File: src/rtl/sipo_pkg.sv
// Shared types and constants for the serial-in, parallel-out deserializer.
// Optional even parity is enabled by defining SIPO_PARITY_EN.
package sipo_pkg;

    localparam int SIPO_WIDTH_DEF = 4;

    typedef enum logic [1:0] {
        IDLE   = 2'd0,
        SHIFT  = 2'd1,
        PARITY = 2'd2
    } sipo_state_t;

endpackage

File: src/rtl/sipo_out_reg.sv
// Output word register with valid/ready handshake and overrun detection.
// Carries the parity error flag alongside the word when SIPO_PARITY_EN is defined.
module sipo_out_reg
    import sipo_pkg::*;
#(
    parameter int WIDTH = SIPO_WIDTH_DEF
) (
    input  logic             clk,
    input  logic             rst_n,
    input  logic             load,
    input  logic [WIDTH-1:0] word,
`ifdef SIPO_PARITY_EN
    input  logic             word_perr,
    output logic             par_err,
`endif
    input  logic             ready,
    output logic [WIDTH-1:0] data,
    output logic             valid,
    output logic             overrun
);

    logic accept;

    // A slot is free if empty or being drained on this same edge.
    assign accept = ~valid | ready;

    always_ff @(posedge clk or negedge rst_n) begin
        if (!rst_n) begin
            data    <= '0;
            valid   <= 1'b0;
            overrun <= 1'b0;
`ifdef SIPO_PARITY_EN
            par_err <= 1'b0;
`endif
        end else begin
            overrun <= 1'b0;
            if (load) begin
                if (accept) begin
                    data  <= word;
                    valid <= 1'b1;
`ifdef SIPO_PARITY_EN
                    par_err <= word_perr;
`endif
                end else begin
                    overrun <= 1'b1;
                end
            end else if (valid && ready) begin
                valid <= 1'b0;
            end
        end
    end

endmodule

File: src/rtl/sipo_deserializer.sv
// Framed MSB-first serial-to-parallel deserializer with valid/ready output.
// Define SIPO_PARITY_EN to add a trailing even-parity bit and Parity_Err.
module sipo_deserializer
    import sipo_pkg::*;
#(
    parameter int WIDTH = SIPO_WIDTH_DEF
) (
    input  logic             Clk,
    input  logic             Rst_n,
    input  logic             Serial_In,
    input  logic             Serial_Valid,
    input  logic             Frame_Start,
    output logic [WIDTH-1:0] Parallel_Out,
    output logic             Out_Valid,
    input  logic             Out_Ready,
    output logic             Overrun,
`ifdef SIPO_PARITY_EN
    output logic             Parity_Err,
`endif
    output logic             Frame_Abort
);

    localparam int CW = $clog2(WIDTH + 1);
    localparam logic [CW-1:0] LAST = CW'(WIDTH - 1);

    // Without parity the final bit goes straight to the output register,
    // so only WIDTH-1 bits ever need to be held.
`ifdef SIPO_PARITY_EN
    localparam int SREG_W = WIDTH;
`else
    localparam int SREG_W = WIDTH - 1;
`endif

    sipo_state_t       state;
    logic [CW-1:0]     count;
    logic [SREG_W-1:0] sreg;
    logic [WIDTH-1:0]  next_word;
    logic [WIDTH-1:0]  done_word;
    logic              restart;
    logic              word_done;

    assign next_word = {sreg[WIDTH-2:0], Serial_In};
    assign restart   = Serial_Valid & Frame_Start;

`ifdef SIPO_PARITY_EN
    logic done_perr;

    assign word_done = Serial_Valid & ~Frame_Start & (state == PARITY);
    assign done_word = sreg;
    assign done_perr = (^sreg) ^ Serial_In;
`else
    assign word_done = Serial_Valid & ~Frame_Start
                     & (state == SHIFT) & (count == LAST);
    assign done_word = next_word;
`endif

    always_ff @(posedge Clk or negedge Rst_n) begin
        if (!Rst_n) begin
            state       <= IDLE;
            count       <= '0;
            sreg        <= '0;
            Frame_Abort <= 1'b0;
        end else begin
            Frame_Abort <= restart && (state != IDLE);
            if (restart) begin
                sreg  <= SREG_W'(Serial_In);
                count <= CW'(1);
                state <= SHIFT;
            end else if (Serial_Valid) begin
                unique case (state)
                    IDLE: begin
                    end
                    SHIFT: begin
                        sreg <= next_word[SREG_W-1:0];
`ifdef SIPO_PARITY_EN
                        count <= count + CW'(1);
                        if (count == LAST) state <= PARITY;
`else
                        if (count == LAST) begin
                            count <= '0;
                            state <= IDLE;
                        end else begin
                            count <= count + CW'(1);
                        end
`endif
                    end
                    default: begin
                        count <= '0;
                        state <= IDLE;
                    end
                endcase
            end
        end
    end

    sipo_out_reg #(
        .WIDTH     (WIDTH)
    ) u_out (
        .clk       (Clk),
        .rst_n     (Rst_n),
        .load      (word_done),
        .word      (done_word),
`ifdef SIPO_PARITY_EN
        .word_perr (done_perr),
        .par_err   (Parity_Err),
`endif
        .ready     (Out_Ready),
        .data      (Parallel_Out),
        .valid     (Out_Valid),
        .overrun   (Overrun)
    );

endmodule

File: config.mk
export PLATFORM = sky130hd
export DESIGN_NAME = sipo_deserializer
export DESIGN_NICKNAME = d
export VERILOG_FILES = /design/src/rtl/sipo_pkg.sv /design/src/rtl/sipo_out_reg.sv /design/src/rtl/sipo_deserializer.sv
export SDC_FILE = /design/constraint.sdc
export NUM_CORES = 1
export LEC_CHECK = 0
export BUFFER_PORTS_ARGS = -buffer_cell sky130_fd_sc_hd__buf_2
export CORE_MARGIN = 3
export CORE_UTILIZATION = 40
export DETAILED_ROUTE_END_ITERATION = 7
export HOLD_SLACK_MARGIN = 0.03
export PLACE_DENSITY = 0.58
export SETUP_SLACK_MARGIN = 0.3
export SLEW_MARGIN = 20
export SYNTH_ARGS = -nofsm -noshare
export SYNTH_HDL_FRONTEND = slang
export SYNTH_SLANG_ARGS = --single-unit
File: constraint.sdc
create_clock -name Clk -period 1.8 [get_ports Clk]
set_input_delay 0.36 -clock Clk [delete_from_list [all_inputs] [get_ports Clk]]
set_output_delay 0.36 -clock Clk [all_outputs]
set_load 0.02 [all_outputs]
==> impl_results.md <==
- Main area contributors after synthesis: dfrtp_1 56%, mux2_2 9.0%, nor4b_4 3.8%
- Power Density: 1380 nW/um2
- Clk_skew: 6.19 ps
- Number of antenna violations at the first check in global routing: 0
- Initial core utilization: 45.3%
- Total Die Area: 2080 um2
- WL per Instance: ~14 um
- Tcrit/Tclk final: 83.1%
- Crit path capture: u_out.data[1]
- Number of I/O pins: 13
- Slew @ Worst Pin: slightly above 300 ps
- Total Routed Length: between 1 and 1.5 mm
- CTS tree: yes
- WP depth: 5
- Mapped Area: 627 um2
- Max stage delay on crit path: just over 400 ps
- Comb pwr share: 37.9%
- R2R Path End: u_out.data[1]
- Worst path slowest cell: dfrtp_1
- Final setup viols: 0
- Vias in the first global route: 433
- Port Buf Inserts: 12
- Share of cells above drive strength 1: 39.4%
- Worst min path class: in2reg
- Min Tclk post-route: 1500 ps
- Grt ovf: 0
- Max-slew violations: 0
- P_int: approximately 0.73 mW
- Buffers plus inverters on the worst setup path: 1
- Fin nets: 79
- Hold slack: 329 ps
- Vias after detailed routing: 449
- RR Startpoint: count[0]
- CP required: 1960 ps
- Leak Pwr: 0.397 nW
- Max_slew headroom: 79.3%
- Switch share: 33.3%
- Die W: 45.6 um
- First-pass DRT Iterations: 3
- RePlAce Congestion: 0.773
- CP Capture Type: flip-flop
- Clock transition at path regs: 90 ps
- Post-synthesis sequential area ratio: 55.9%
- Reg power frac: 41.6%
- Vias per cell: 5.22
- Clk root buf: clkbuf_4
- Diode count: 0
- Worst EP arrival: 1660 ps
- Die H: 45.6 um
- All-layer global routing usage: 13.6%
- Yosys cell types: 21
- Yosys top cell by area: dfrtp_1
- Total clock sinks: 14
- Crit Path Max Fanout: 4
- Top Family by Delay on Critical Path: flip-flops
- Skew-Pair Late Insertion Delay: approximately 280 ps
- DRT iter0 DRCs: 8
- Drc violations: 0
- VDD IR max: 0.000609 V
- MaxCap Viol Count: 0
- Yosys reg bits: 14
- Setup TNS Final: 0 ps
- Total net switching power: 0.362 mW
- Status: finished clean
- Fmax: 668 MHz
- Final hold vios: 0
- Crit path kind: reg2reg
- R2R Setup Slk: about 300 ps
- First-pass GRT wire length: between 1.5 and 2 mm
- Max H-tree Level: 1
- Core ar.: around 1400 um2
- Largest net degree at the start of global routing: 15
- Reg2reg path depth: 5
- Synthesis-to-layout area growth: 25.7%
- Cells after synthesis: 53
- Clock Path Buffers: 2
- Unrepaired setup endpoints after global routing: true
- Row count: 13
- Mapped Nets: 60
- Top-area cell type share of the netlist area: a little under three fifths
- Syn Area/Cell: around 12 um2
- Worst path cell trace: ha_4 > nand2b_4 > nor4b_4 > buf_4 > mux2_4
- CTS buffer count: 3
- Startpoint types: flip-flop
- CP startpoint: count[0]
- Synth warnings: 0
- Clk network pwr share: 20.5%
- Detail Route Antenna Nets: 0
==> Yosys cell counts <==
master	instances
o22a_1	1
nand2b_1	1
a21o_1	1
buf_2	2
nor4b_4	1
o21a_1	2
buf_6	1
o22ai_1	3
nand2_1	5
o21ai_0	3
dfrtp_1	14
mux2_2	5
nor2_1	1
a31oi_1	1
and3_1	1
nand3_1	2
a21boi_0	1
or3_1	1
nand2b_4	1
inv_1	5
ha_1	1
==> metal layers <==
metal | part of all wire [%] | GRT usage [%] | up-vias
met5 | 0 | 0 | -
met4 | 1.3 | 7.02 | 0
met3 | 5.4 | 2.37 | 2
met2 | 44 | 18.4 | 14
met1 | 49 | 20.2 | 217
li1 | - | - | 216
==> power by group through the flow <==
stage / Clock (mW) / Combinational (mW) / Sequential (mW)
finish: 0.224 / 0.413 / 0.453
global route: 0.241 / 0.461 / 0.467
CTS: 0.231 / 0.381 / 0.452
detailed placement: 0 / 0.352 / 0.451
global placement: 0 / 0.346 / 0.445
floorplan: 0 / 0.204 / 0.494
==> worst register-to-register path, cell delays in order, from the launching register on <==
cell	delay, ps
dfrtp_1	410
ha_4	170
nand2b_4	70
nor4b_4	240
buf_4	190
mux2_4	300
==> placed cells by master, fill, tap and decap left out, drive strengths merged <==
cell / count
a31oi: 1
o21ai: 3
mux2: 5
nand2b: 2
buf: 16
nor2: 1
nand2: 5
o22ai: 3
dfrtp: 14
o21a: 2
or3: 1
nand3: 2
inv: 5
and3: 1
clkbuf: 4
dlygate4sd3: 1
o22a: 1
ha: 1
a21o: 1
nor4b: 1
a21boi: 1
==> kinds of logic after synthesis <==
logic type / after synthesis / share of synthesized area [%]
AOI/OAI and AO/OA: 12 / 12.6
buffers and inverters: 8 / 6.39
muxes: 5 / 8.98
DFF: 14 / 55.9
and+or+nand+nor: 13 / 14.2
adders and majority gates: 1 / 2.00
==> worst min-delay path by stage <==
stage | startpoint | depth (start not counted) | endpoint | slack (ps)
3_5_place_dp | Rst_n | 1 | Frame_Abort | 270
3_3_place_gp | Rst_n | 1 | Frame_Abort | 270
6_report | Serial_In | 2 | u_out.data[0] | 330
2_1_floorplan | Rst_n | 0 | Frame_Abort | 60
4_1_cts | Serial_In | 2 | sreg[0] | 330
5_1_grt | Serial_In | 2 | u_out.data[0] | 320
==> flip-flops by register name, summed over array words and instances (netlist names) <==
register	count
u_out.data	4
count	3
sreg	3
Frame_Abort	1
state	1
u_out.overrun	1
u_out.valid	1
==> per-stage QoR <==
| stage | cells | util, % | setup slack (ps) | power (mW) | area (um2) |
|---|---|---|---|---|---|
| global placement | 78 | 50.0 | 190 | 0.792 | 692 |
| CTS | 84 | 54.8 | 311 | 1.06 | 758 |
| detailed placement | 78 | 50.0 | 170 | 0.803 | 692 |
| floorplan | 53 | - | 358 | 0.698 | 627 |
| finish | 86 | 57.0 | 304 | 1.09 | 788 |
| global route | 86 | 57.0 | 240 | 1.17 | 788 |
==> repair_timing <==
action	in CTS	in global routing
setup buffers	1	2
endpoints found under the setup margin	4	4
endpoints found under the hold margin	14	0
hold buffers	1	0
pin swaps	2	2
gates resized for setup	2	4
==> area by class of cell <==
class / instances / area (um2)
Clock buffer: 4 / 36.3
Fill cell: 119 / 594
Inverter: 5 / 18.8
Multi-Input combinational cell: 31 / 264
Sequential cell: 14 / 350
Tap cell: 15 / 18.8
Timing Repair Buffer: 17 / 100
Note: power is estimated with default switching activity, not from simulation.
